File: config.mk
export PLATFORM = sky130hd
export DESIGN_NAME = voq_rr_scheduler
export DESIGN_NICKNAME = d
export VERILOG_FILES = /design/src/rtl/voq_rr_scheduler.sv
export SDC_FILE = /design/constraint.sdc
export NUM_CORES = 1
export LEC_CHECK = 0
export CAP_MARGIN = 10
export CORE_MARGIN = 5
export CORE_UTILIZATION = 35
export DETAILED_ROUTE_END_ITERATION = 8
export GPL_ROUTABILITY_DRIVEN = 0
export HOLD_SLACK_MARGIN = 0.12
export PLACE_DENSITY = 0.8
export SLEW_MARGIN = 5
export SYNTH_ARGS = -nofsm -noshare
export SYNTH_HDL_FRONTEND = slang
export SYNTH_SLANG_ARGS = --single-unit
File: constraint.sdc
create_clock -name clk -period 1.7 [get_ports clk]
set_input_delay 0.17 -clock clk [delete_from_list [all_inputs] [get_ports clk]]
set_output_delay 0.17 -clock clk [all_outputs]
set_load 0.05 [all_outputs]
File: src/rtl/voq_rr_scheduler.sv
// Round-robin read scheduler that drains a bank of non-fallthrough VOQ FIFOs onto one
// valid/ready channel, serving up to MAX_BURST words per grant before the pointer rotates.
module voq_rr_scheduler #(
  parameter int NUM_QUEUES = 4,
  parameter int QID_BITS   = 2,
  parameter int WIDTH      = 32,
  parameter int MAX_BURST  = 4
) (
  input  logic                        clk,
  input  logic                        reset,
  input  logic                        sched_en,
  input  logic [NUM_QUEUES-1:0]       fifo_empty,
  input  logic [NUM_QUEUES*WIDTH-1:0] fifo_dout,
  output logic [NUM_QUEUES-1:0]       fifo_rd_en,
  output logic [WIDTH-1:0]            out_data,
  output logic [QID_BITS-1:0]         out_qid,
  output logic                        out_last,
  output logic                        out_valid,
  input  logic                        out_rdy
);

  typedef enum logic [1:0] {IDLE, RD, CAP, OUT} state_e;

  state_e                state_q, state_d;
  logic [QID_BITS-1:0]   grant_q, grant_d;
  logic [QID_BITS-1:0]   rr_ptr_q, rr_ptr_d;
  logic [7:0]            burst_cnt_q, burst_cnt_d;
  logic [NUM_QUEUES-1:0] rd_en_q, rd_en_d;
  logic [WIDTH-1:0]      out_data_q, out_data_d;
  logic [QID_BITS-1:0]   out_qid_q, out_qid_d;
  logic                  out_last_q, out_last_d;
  logic                  out_valid_q, out_valid_d;

  logic [WIDTH-1:0]      dout_arr [NUM_QUEUES];
  logic                  pick_found;
  logic [QID_BITS-1:0]   pick_idx;
  logic [QID_BITS-1:0]   scan_idx;
  logic [QID_BITS-1:0]   grant_next;

  for (genvar g = 0; g < NUM_QUEUES; g++) begin : g_dout
    assign dout_arr[g] = fifo_dout[g*WIDTH +: WIDTH];
  end

  // Scan from the farthest candidate back to rr_ptr so the nearest non-empty queue wins.
  // NOTE: every variable written in a combinational block gets a default first, so no
  // path can leave it unassigned and infer a latch.
  always_comb begin
    pick_found = 1'b0;
    pick_idx   = '0;
    scan_idx   = '0;
    for (int k = NUM_QUEUES - 1; k >= 0; k--) begin
      scan_idx = QID_BITS'((int'(rr_ptr_q) + k) % NUM_QUEUES);
      if (!fifo_empty[scan_idx]) begin
        pick_found = 1'b1;
        pick_idx   = scan_idx;
      end
    end
  end

  assign grant_next = (grant_q == QID_BITS'(NUM_QUEUES - 1)) ? '0 : grant_q + 1'b1;

  always_comb begin
    state_d     = state_q;
    grant_d     = grant_q;
    rr_ptr_d    = rr_ptr_q;
    burst_cnt_d = burst_cnt_q;
    rd_en_d     = '0;
    out_data_d  = out_data_q;
    out_qid_d   = out_qid_q;
    out_last_d  = out_last_q;
    out_valid_d = out_valid_q;
    unique case (state_q)
      IDLE: begin
        if (sched_en && pick_found) begin
          grant_d     = pick_idx;
          rd_en_d     = NUM_QUEUES'(1) << pick_idx;
          burst_cnt_d = '0;
          state_d     = RD;
        end
      end
      RD: state_d = CAP;
      CAP: begin
        // fifo_empty here already reflects the pop, so a drained queue ends the grant.
        out_data_d  = dout_arr[grant_q];
        out_qid_d   = grant_q;
        out_last_d  = (burst_cnt_q == 8'(MAX_BURST - 1)) || fifo_empty[grant_q];
        out_valid_d = 1'b1;
        state_d     = OUT;
      end
      OUT: begin
        if (out_rdy) begin
          out_valid_d = 1'b0;
          if (!out_last_q) begin
            burst_cnt_d = burst_cnt_q + 8'd1;
            rd_en_d     = NUM_QUEUES'(1) << grant_q;
            state_d     = RD;
          end else begin
            rr_ptr_d = grant_next;
            state_d  = IDLE;
          end
        end
      end
      default: state_d = IDLE;
    endcase
  end

  // NOTE: sequential state uses non-blocking assignments so every register samples the
  // pre-edge values, independent of the order of statements or processes.
  always_ff @(posedge clk or posedge reset) begin
    if (reset) begin
      state_q     <= IDLE;
      grant_q     <= '0;
      rr_ptr_q    <= '0;
      burst_cnt_q <= '0;
      rd_en_q     <= '0;
      out_data_q  <= '0;
      out_qid_q   <= '0;
      out_last_q  <= 1'b0;
      out_valid_q <= 1'b0;
    end else begin
      state_q     <= state_d;
      grant_q     <= grant_d;
      rr_ptr_q    <= rr_ptr_d;
      burst_cnt_q <= burst_cnt_d;
      rd_en_q     <= rd_en_d;
      out_data_q  <= out_data_d;
      out_qid_q   <= out_qid_d;
      out_last_q  <= out_last_d;
      out_valid_q <= out_valid_d;
    end
  end

  assign fifo_rd_en = rd_en_q;
  assign out_data   = out_data_q;
  assign out_qid    = out_qid_q;
  assign out_last   = out_last_q;
  assign out_valid  = out_valid_q;

endmodule

==> flow_summary.rst, run 1 <==
.. list-table::
   :header-rows: 1

   * - Metric
     - Value
   * - Clock latency at the later pin of the worst-skew pair
     - 0.30 ns
   * - EDFF count, synth
     - 0
   * - First element of the critical path
     - state_q[0]
   * - Async SR Flop Fraction
     - 100.0%
   * - Layout cells sized above 1
     - 34.86%
   * - DP HPWL
     - 8034 µm
   * - Core ar.
     - 8763 µm²
   * - Mapped Avg Cell Area
     - 13.71 µm²
   * - Sum of negative setup slack
     - -0.005615 ns
   * - Power per cell area
     - 1682 nW/µm²
   * - IO Pins
     - 176
   * - Antenna violations before repair
     - 0
   * - Final nets
     - 580
   * - Row count
     - 34
   * - CTS H-tree lvls
     - 2
   * - Register-to-register path setup slack
     - -0.006 ns
   * - Post-synthesis register bit count
     - 54
   * - Element type at the critical path start
     - register
   * - Die X-Extent
     - 105.1 µm
   * - Port-buffer cells
     - 175
   * - Number of nets with antenna violations after routing
     - 0
   * - Maximum capacitance violations
     - 0
   * - Launch point of the worst reg-to-reg path
     - state_q[0]
   * - Required time reported for the critical path endpoint
     - 1.93 ns
   * - Global-route wire length before repair
     - 15790 µm
   * - Avg Vias per Cell
     - 5.307
   * - Number of warnings printed during yosys synthesis
     - 0
   * - Kind of critical path
     - register to register
   * - Post-Place Cells
     - 531
   * - Final critical path time including I/O delays and setup
     - 1.706 ns
   * - Fin Clk Skew
     - 0.009234 ns
   * - Total die area
     - 11050 µm²
   * - Most frequently used flop master after synthesis
     - sky130_fd_sc_hd__dfrtp_1
   * - Max-slew violations
     - 0
   * - Total area of sequential cells
     - 1354 µm²
   * - Number of standard cells after synthesis
     - 231
   * - Vert. Die Dim
     - 105.1 µm
   * - Ratio of final minimum period to clock period
     - 100.3%
   * - Hold violation total from the final report
     - 0
   * - Number of distinct library cells after synthesis
     - 35
   * - Arrival time worst endpoint
     - 1.94 ns
   * - Run status
     - finished, violations left
   * - Detailed Route WL
     - 9891 µm
   * - Via count of the first global-routing pass
     - 3293
   * - Router iterations before antenna repair
     - 4
   * - Detailed router's first-iteration violation count
     - 80
   * - Most frequent standard cell in the layout excluding fill and tap cells
     - sky130_fd_sc_hd__clkdlybuf4s50_1
   * - Cell leakage power
     - 2.190 nW
   * - Crit path setup slack, layout
     - -0.005615 ns
   * - Max Fclk
     - 586.3 MHz
   * - Clock sink total
     - 54
   * - Clock slew at the register clock pins of the worst setup and hold paths
     - 0.10 ns
   * - Global-route congestion overflow total
     - 0
   * - Clock tree root buffer cell
     - sky130_fd_sc_hd__clkbuf_8
   * - Final setup violation count
     - 1
   * - Pin count of the biggest net entering global routing
     - 55
   * - Fillers
     - 702
   * - Slew Limit Headroom
     - 64.90%
   * - Post-synth design cell area
     - 3167 µm²
   * - Portion of the post-synthesis area used by sequential elements
     - 42.67%
   * - Total via count after detailed routing
     - 2887
   * - Combined area of the multi-input logic cells
     - 1797 µm²
   * - Starting density of the core
     - 36.14%
   * - Total global routing track utilization
     - 17.59%
   * - Growth of design area from synthesis to finish
     - 72.11%
   * - Post-synth net total
     - 376
   * - Violated checks
     - negative setup slack
   * - Non-filler cells in the finished layout
     - 544
   * - Clock Path Buffers
     - 2
   * - TritonCTS clock tree
     - yes
   * - Routed length per instance
     - 18.18 µm
   * - Antenna diode count
     - 0
   * - Num CTS Buffers
     - 5
   * - Most frequent cells in the layout
     - sky130_fd_sc_hd__clkdlybuf4s50_1 (152), sky130_fd_sc_hd__dfrtp_1 (52), sky130_fd_sc_hd__buf_4 (46)
   * - Class of the tightest hold or removal check
     - primary input to asynchronous set/reset pin
   * - Transition time at the pin with the least slew margin
     - 0.5256 ns
   * - DR DRC count
     - 0
   * - RSZ-0062 raised after global routing
     - true
   * - CP Max Fanout
     - 8
   * - Setup crit end kind
     - register
   * - Highest ir drop seen on vdd
     - 0.0007627 V
[worst max-delay path, cell delays in order, from the launching register on]
cell and delay [ns]:
sky130_fd_sc_hd__dfrtp_1 0.39, sky130_fd_sc_hd__inv_2 0.06, sky130_fd_sc_hd__ha_4 0.17, sky130_fd_sc_hd__mux2_4 0.21, sky130_fd_sc_hd__o221ai_4 0.16, sky130_fd_sc_hd__buf_6 0.18
sky130_fd_sc_hd__or3_4 0.33, sky130_fd_sc_hd__a21oi_2 0.14
[sequential cells by signal, summed over array words and instances, names as in the netlist, 2 cells and up]
register,cells
out_data,32
out_qid,2
burst_cnt_q,8
rr_ptr_q,2
fifo_rd_en,4
state_q,2
grant_q,2
[routing by layer]
layer	wire length, µm	vias to the layer above	GRT usage (%)
met4	106	0	4.566
li1	-	1315	-
met3	749	8	5.240
met1	3744	1437	19.61
met2	5290	127	32.46
met5	0	-	0
[kinds of logic after synthesis]
group,Yosys count,synth area share (%)
compound gates,36,7.507
fa+ha+maj,9,3.556
buf+inv,22,3.160
flops,54,42.67
mux,70,36.63
simple gates,40,6.481
[path summary, 6_finish.rpt]
kind                                  end  cells past startpoint
min in group clk             out_data[13]                      1
max in group asynchronous      grant_q[1]                      3
setup / recovery           burst_cnt_q[6]                      7
setup reg to reg           burst_cnt_q[6]                      7
hold reg to reg              out_data[13]                      1
hold / removal               out_data[18]                      3
[area by class of cell]
class,count,area share [%]
inverters,9,0.6198
well taps,108,2.479
clock inverters,1,0.09183
flip-flops and latches,54,24.84
clock buffers,7,1.584
repair buffers,210,37.42
multi-input cells,155,32.97
[Yosys cell counts, types with 2 or more instances]
cell	n	share of area, %
sky130_fd_sc_hd__a21oi_1	10	1.6
sky130_fd_sc_hd__a32o_1	4	1.3
sky130_fd_sc_hd__buf_2	5	0.79
sky130_fd_sc_hd__buf_4	3	0.71
sky130_fd_sc_hd__clkbuf_1	4	0.47
sky130_fd_sc_hd__dfrtp_1	54	43
sky130_fd_sc_hd__ha_1	9	3.6
sky130_fd_sc_hd__inv_1	9	1.1
sky130_fd_sc_hd__mux2_2	36	13
sky130_fd_sc_hd__mux4_2	33	23
sky130_fd_sc_hd__nand2_1	10	1.2
sky130_fd_sc_hd__nand3_1	6	0.95
sky130_fd_sc_hd__nand4_1	3	0.59
sky130_fd_sc_hd__nor2_1	5	0.59
sky130_fd_sc_hd__nor2b_1	3	0.59
sky130_fd_sc_hd__nor3_1	2	0.32
sky130_fd_sc_hd__o21ai_0	11	1.7
sky130_fd_sc_hd__o22ai_1	2	0.40
sky130_fd_sc_hd__o31ai_1	2	0.47
sky130_fd_sc_hd__or3_1	5	0.99
[report_power, final]
group	internal (mW)	leakage, nW	switching, mW	total (mW)
registers	1.85	0.660	0.339	2.19
clock network	0.330	0.0482	0.403	0.732
logic	2.96	1.48	3.29	6.25
total	5.14	2.19	4.03	9.17
[timing repair]
item	CTS	global route
resized for setup	12	17
setup endpoints to repair	4	7
pin swaps	4	8
setup buffers	2	3
hold buffers	0	0
[through the flow]
step | util (%) | power, mW | setup slack (ns) | hold WS (ns) | instance area, µm²
finish | 62.19 | 9.169 | -0.005615 | 0.2325 | 5450
global route | 62.19 | 9.674 | -0.03551 | 0.2672 | 5450
CTS | 61.27 | 9.118 | 0.01678 | 0.2397 | 5369
detailed placement | 59.51 | 8.176 | -0.1043 | 0.4942 | 5215
global placement | 59.51 | 8.014 | -0.02030 | 0.4878 | 5215
floorplan | - | 6.033 | -0.08187 | 0.3677 | 3167
No activity file was read; power rests on OpenSTA's default activity.
==> run 2, diff against run 1 <==
REMOVE_ABC_BUFFERS = 1   (was not set)
==> flow_summary.rst, run 2 (synthesis results as in run 1) <==
.. list-table::
   :header-rows: 1

   * - Metric
     - Value
   * - Run status
     - finished, final reports clean
   * - Global-route wire length before repair
     - 16250 µm (+2.9%)
   * - Number of buffers and inverters on the critical path
     - 2 (unchanged)
   * - Avg Vias per Cell
     - 5.282 (-0.46%)
   * - Number of nets with antenna violations after routing
     - 0 (unchanged)
   * - Die X-Extent
     - 105.1 µm (unchanged)
   * - Setup crit end kind
     - register
   * - Detailed router's first-iteration violation count
     - 85 (+6.3%)
   * - Core ar.
     - 8763 µm² (unchanged)
   * - Number of flip-flops in the largest register
     - 32 (unchanged)
   * - Layout cells sized above 1
     - 34.28% (-0.58 points)
   * - Transition time at the pin with the least slew margin
     - 0.6193 ns (+0.09375 ns)
   * - TritonCTS clock tree
     - yes
   * - Antenna diode count
     - 0 (unchanged)
   * - IO Pins
     - 176 (unchanged)
   * - DR DRC count
     - 0 (unchanged)
   * - Cell family with most CP delay
     - simple AND/OR/NAND/NOR gates
   * - Ratio of final minimum period to clock period
     - 98.70% (-1.6 points)
   * - Via count of the first global-routing pass
     - 3008 (-8.7%)
   * - Detailed Route WL
     - 10400 µm (+5.1%)
   * - Arrival time worst endpoint
     - 1.91 ns (-0.03 ns)
   * - Critical Path, Cell by Cell
     - buf_4 -> ha_4 -> inv_2 -> o221ai_4 -> or4_4 -> a21oi_2
   * - RSZ-0062 raised after global routing
     - true
   * - Power per cell area
     - 1710 nW/µm² (+1.6%)
   * - Slowest cell on the critical path
     - sky130_fd_sc_hd__or4_4
   * - Launch point of the worst reg-to-reg path
     - state_q[1]
   * - Class of the tightest hold or removal check
     - primary input to asynchronous set/reset pin
   * - Max-slew violations
     - 0 (unchanged)
   * - Final critical path time including I/O delays and setup
     - 1.678 ns (-0.02780 ns)
   * - Routed length per instance
     - 19.59 µm (+7.7%)
   * - Most frequent standard cell in the layout excluding fill and tap cells
     - sky130_fd_sc_hd__clkdlybuf4s50_1
   * - Total global routing track utilization
     - 18.21% (+0.63 points)
   * - Slew Limit Headroom
     - 58.56% (-6.3 points)
   * - Hold Slack
     - 0.1565 ns (-0.07596 ns)
   * - Global-route congestion overflow total
     - 0 (unchanged)
   * - Final setup violation count
     - 0 (-1)
   * - Hold violation total from the final report
     - 0 (unchanged)
   * - Kind of critical path
     - register to register
   * - Max Fclk
     - 596.0 MHz (+1.7%)
   * - Clock sink total
     - 54 (unchanged)
   * - Num CTS Buffers
     - 5 (unchanged)
   * - Vert. Die Dim
     - 105.1 µm (unchanged)
   * - DP HPWL
     - 8343 µm (+3.9%)
   * - Growth of design area from synthesis to finish
     - 70.09%
   * - CTS H-tree lvls
     - 2 (unchanged)
   * - Clock latency at the later pin of the worst-skew pair
     - 0.30 ns (about the same)
   * - Row count
     - 34 (unchanged)
   * - CP Max Fanout
     - 4 (-4)
   * - Final nets
     - 567 (-2.2%)
   * - Pin count of the biggest net entering global routing
     - 28 (-49%)
   * - Fin Clk Skew
     - 0.005242 ns (-0.003992 ns)
   * - Cell leakage power
     - 2.190 nW (about the same)
   * - Total die area
     - 11050 µm² (unchanged)
   * - Clock slew at the register clock pins of the worst setup and hold paths
     - 0.10 ns (about the same)
   * - Clock tree root buffer cell
     - sky130_fd_sc_hd__clkbuf_8
   * - Port-buffer cells
     - 175 (unchanged)
   * - Delay of the slowest cell on the worst path
     - 0.54 ns (+0.15 ns)
   * - Register-to-register path setup slack
     - 0.02 ns (+0.03 ns)
   * - Maximum capacitance violations
     - 0 (unchanged)
   * - Clock Path Buffers
     - 2 (unchanged)
   * - Router iterations before antenna repair
     - 4 (unchanged)
   * - Worst R2R End
     - burst_cnt_q[7]
   * - Design Area, Final
     - 5386 µm² (-1.2%)
   * - Starting density of the core
     - 36.14% (unchanged)
   * - Post-place instance area
     - 5151 µm² (-1.2%)
   * - Required time reported for the critical path endpoint
     - 1.93 ns (about the same)
   * - Highest ir drop seen on vdd
     - 0.0008696 V (+14%)
   * - Antenna violations before repair
     - 0 (unchanged)
   * - Register-to-Register Path Depth
     - 6 (-1)
   * - Post-CTS Repair Setup Buffers
     - 0 (-2)
   * - Most frequent cells in the layout
     - sky130_fd_sc_hd__clkdlybuf4s50_1 (141), sky130_fd_sc_hd__dfrtp_1 (53), sky130_fd_sc_hd__buf_4 (44)
   * - Element type at the critical path start
     - register
   * - Total via count after detailed routing
     - 2805 (-2.8%)
-- run 2: changes by cell type in the layout (fill, tap and decap cells not counted), sizes merged --
cell	before	now
clkbuf	7	6
dlymetal6s2s	2	5
bufinv	0	2
clkinv	1	0
clkdlybuf4s50	152	141
buf	56	51
-- run 2: through the flow --
step | total power [mW] | setup TNS [ns] | std cells | setup slack (ns) | utilization (%)
global route | 9.723 | -0.09381 | 531 | -0.03632 | 61.46
global placement | 7.943 | 0 | 522 | 0.03742 | 58.78
floorplan | 5.958 | -31.02 | 218 | -0.8285 | -
finish | 9.211 | 0 | 531 | 0.02218 | 61.46
CTS | 9.184 | -0.01115 | 530 | -0.004661 | 60.59
detailed placement | 8.087 | -0.2153 | 522 | -0.06914 | 58.78
-- run 2: worst max path at each step --
stage	cells after the start	slack, ns	endpoint	startpoint
floorplan	2	-0.83	out_data[0]	grant_q[0]
global placement	6	0.04	burst_cnt_q[3]	fifo_empty[2]
detailed placement	5	-0.07	burst_cnt_q[7]	fifo_empty[2]
CTS	7	-0.005	burst_cnt_q[4]	state_q[1]
global route	7	-0.04	burst_cnt_q[3]	state_q[1]
finish	6	0.02	burst_cnt_q[7]	state_q[1]
-- run 2: per-layer routing --
layer	track usage, %	up-vias	share of wire [%]
met5	0	-	0
met1	21.11	1401	37
met4	3.470	0	1.1
met3	4.994	8	6.8
met2	33.63	114	55
li1	-	1282	-
-- run 2: area by class of cell --
| type | instances | area, µm² |
|---|---|---|
| clock buffers | 6 | 82.58 |
| clock inverters | 2 | 60.06 |
| fillers | 727 | 3377 |
| inverters | 9 | 33.78 |
| multi-input cells | 155 | 1787 |
| flip-flops and latches | 54 | 1353 |
| well taps | 108 | 135.1 |
| repair buffers | 197 | 1936 |
-- run 2: where the power goes --
group          internal (mW)  switching (mW)  leakage [nW]  total, mW
sequential              1.84           0.338         0.661       2.18
clock                  0.628           0.418        0.0714       1.05
combinational           2.72            3.26          1.46       5.98
total                   5.19            4.02          2.19       9.21
-- run 2: timing repair --
action                                  CTS  global route
gates cloned                              0             1
hold endpoints to repair                  0             0
gates resized for setup                   3            21
hold buffers                              0             0
pin swaps                                 2             3
endpoints found under the setup margin    5            14
-- run 2: worst reg2reg max path: stages (launching register included) --
cell and delay (ns):
sky130_fd_sc_hd__dfrtp_1 0.41, sky130_fd_sc_hd__buf_4 0.16, sky130_fd_sc_hd__ha_4 0.16, sky130_fd_sc_hd__inv_2 0.08, sky130_fd_sc_hd__o221ai_4 0.14, sky130_fd_sc_hd__or4_4 0.54, sky130_fd_sc_hd__a21oi_2 0.13
==> run 3, diff against run 2 <==
clock period = 1.4 ns   (was 1.7 ns; I/O delays follow)
==> flow_summary.rst, run 3 (synthesis results as in run 1) <==
.. list-table::
   :header-rows: 1

   * - Metric
     - Value
   * - GR met2 Demand/Resource
     - 36.74% (+3.1 points)
   * - Final critical path time including I/O delays and setup
     - 1.678 ns (+0.0005175 ns)
   * - Die X-Extent
     - 105.1 µm (unchanged)
   * - Antenna diode count
     - 0 (unchanged)
   * - Number of flip-flops in the largest register
     - 32 (unchanged)
   * - Global-route congestion overflow total
     - 0 (unchanged)
   * - Element type at the critical path start
     - register
   * - Register-to-register path setup slack
     - -0.28 ns (-0.30 ns)
   * - Highest ir drop seen on vdd
     - 0.001195 V (+37%)
   * - Post-Place Cells
     - 532 (+1.9%)
   * - Most frequent cells in the layout
     - sky130_fd_sc_hd__clkdlybuf4s50_1 (135), sky130_fd_sc_hd__buf_4 (54), sky130_fd_sc_hd__dfrtp_1 (53)
   * - Final nets
     - 594 (+4.8%)
   * - Detailed router's first-iteration violation count
     - 173 (+100%)
   * - Crit path setup slack, layout
     - -0.2783 ns (-0.3005 ns)
   * - Max Fclk
     - 595.8 MHz (about the same)
   * - Max-slew violations
     - 0 (unchanged)
   * - Required time reported for the critical path endpoint
     - 1.63 ns (-0.30 ns)
   * - Transition time at the pin with the least slew margin
     - 0.3071 ns (-0.3122 ns)
   * - Most frequent standard cell in the layout excluding fill and tap cells
     - sky130_fd_sc_hd__clkdlybuf4s50_1
   * - Layout cells sized above 1
     - 42.00% (+7.7 points)
   * - Delay of the slowest cell on the worst path
     - 0.41 ns (-0.13 ns)
   * - Total via count after detailed routing
     - 2994 (+6.7%)
   * - Number of nets with antenna violations after routing
     - 0 (unchanged)
   * - Clock latency at the later pin of the worst-skew pair
     - 0.30 ns (about the same)
   * - Clock tree root buffer cell
     - sky130_fd_sc_hd__clkbuf_8
   * - Register-to-Register Path Depth
     - 7 (+1)
   * - Power consumption
     - 13.19 mW (+43%)
   * - Total global routing track utilization
     - 19.71% (+1.5 points)
   * - Core ar.
     - 8763 µm² (unchanged)
   * - Grt peak-use layer
     - met2
   * - Router iterations before antenna repair
     - 4 (unchanged)
   * - Clock Path Buffers
     - 2 (unchanged)
   * - Fin Clk Skew
     - 0.001814 ns (-0.003427 ns)
   * - Cell leakage power
     - 2.463 nW (+12%)
   * - Detailed Route WL
     - 11590 µm (+11%)
   * - Run status
     - finished, violations left
   * - Clock sink total
     - 54 (unchanged)
   * - Combined area of the multi-input logic cells
     - 1903 µm² (+6.5%)
   * - Hold violation total from the final report
     - 0 (unchanged)
   * - Setup crit end kind
     - register
   * - Ratio of final minimum period to clock period
     - 119.9% (+21 points)
   * - Vert. Die Dim
     - 105.1 µm (unchanged)
   * - Total area of sequential cells
     - 1353 µm² (unchanged)
   * - Global-route wire length before repair
     - 17450 µm (+7.4%)
   * - Port-buffer cells
     - 175 (unchanged)
   * - Arrival time worst endpoint
     - 1.91 ns (about the same)
   * - Pin count of the biggest net entering global routing
     - 55 (+96%)
   * - Num CTS Buffers
     - 5 (unchanged)
   * - Final setup violation count
     - 53 (+53)
   * - Kind of critical path
     - register to register
   * - Slowest cell on the critical path
     - sky130_fd_sc_hd__dfrtp_1
   * - Met1 usage
     - 21.57% (+0.47 points)
   * - Slew Limit Headroom
     - 79.34% (+21 points)
   * - Starting density of the core
     - 36.14% (unchanged)
   * - Non-filler cells in the finished layout
     - 558 (+5.1%)
   * - TritonCTS clock tree
     - yes
   * - RSZ-0062 raised after global routing
     - true
   * - Antenna violations before repair
     - 0 (unchanged)
   * - Row count
     - 34 (unchanged)
   * - Growth of design area from synthesis to finish
     - 88.66%
   * - DP HPWL
     - 8375 µm (+0.39%)
   * - CP Max Fanout
     - 6 (+2)
   * - Violated checks
     - negative setup slack
   * - Routed length per instance
     - 20.76 µm (+6.0%)
   * - Critical Path, Cell by Cell
     - inv_2 -> ha_4 -> mux2_4 -> o221ai_4 -> buf_6 -> or3_1 -> a21oi_1
   * - Maximum capacitance violations
     - 0 (unchanged)
   * - IO Pins
     - 176 (unchanged)
   * - Clock slew at the register clock pins of the worst setup and hold paths
     - 0.10 ns (about the same)
   * - Via count of the first global-routing pass
     - 3375 (+12%)
   * - Power per cell area
     - 2208 nW/µm² (+29%)
   * - Class of the tightest hold or removal check
     - primary input to asynchronous set/reset pin
   * - CTS H-tree lvls
     - 2 (unchanged)
   * - Pre-CTS worst setup slack
     - -0.3789 ns (-0.3097 ns)
   * - Routing usage on met3
     - 5.610% (+0.62 points)
   * - DR DRC count
     - 0 (unchanged)
   * - Fillers
     - 638 (-12%)
   * - Total die area
     - 11050 µm² (unchanged)
   * - Hold Slack
     - 0.1974 ns (+0.04091 ns)
   * - Avg Vias per Cell
     - 5.366 (+1.6%)
-- run 3: path summary, 6_finish.rpt --
check,start,to
worst max-delay path,state_q[1],burst_cnt_q[4]
worst min-delay path,reset,out_data[20]
worst max register to register,state_q[1],burst_cnt_q[4]
worst min register to register,out_data[20],out_data[20]
max in group asynchronous,reset,grant_q[0]
min in group clk,out_data[20],out_data[20]
-- run 3: stage by stage --
step / instance area, µm² / util (%) / TNS [ns]
finish: 5974 / 68.18 / -8.209
CTS: 5724 / 65.32 / -7.021
global route: 5974 / 68.18 / -10.81
global placement: 5361 / 61.18 / -6.896
floorplan: 3100 / - / -48.55
detailed placement: 5361 / 61.18 / -8.705
-- run 3: area by class of cell --
| cell class | count | share of cell area, % |
|---|---|---|
| Multi-Input combinational cell | 155 | 31.85 |
| Inverter | 9 | 0.6073 |
| Sequential cell | 54 | 22.64 |
| Clock inverter | 2 | 1.005 |
| Tap cell | 108 | 2.262 |
| Clock buffer | 6 | 1.382 |
| Timing Repair Buffer | 224 | 40.25 |
-- run 3: what timing repair did --
action,CTS,global route
setup buffers,7,4
gates resized for setup,26,30
cloned,3,5
endpoints found under the setup margin,51,54
hold buffers,0,0
pin swaps,12,5
-- run 3: where the power goes --
group | switching, mW | leakage (nW) | internal (mW)
registers | 0.495 | 0.661 | 2.24
clock network | 0.516 | 0.0714 | 0.763
logic | 4.48 | 1.73 | 4.70
total | 5.49 | 2.46 | 7.70
-- run 3: critical path: cells and delay by family (launching register included) --
family,cells,cell delay (ns)
adders and majority gates,1,0.18
buffers and inverters,2,0.24
and+or+nand+nor,1,0.31
DFF,1,0.41
muxes,1,0.21
AOI/OAI and AO/OA,2,0.25
-- run 3: routing by layer --
metal  vias to the layer above  routed length (µm)
li1                       1341                   -
met1                      1490                4214
met2                       147                6260
met3                        16                 886
met4                         0                 225
met5                         -                   0
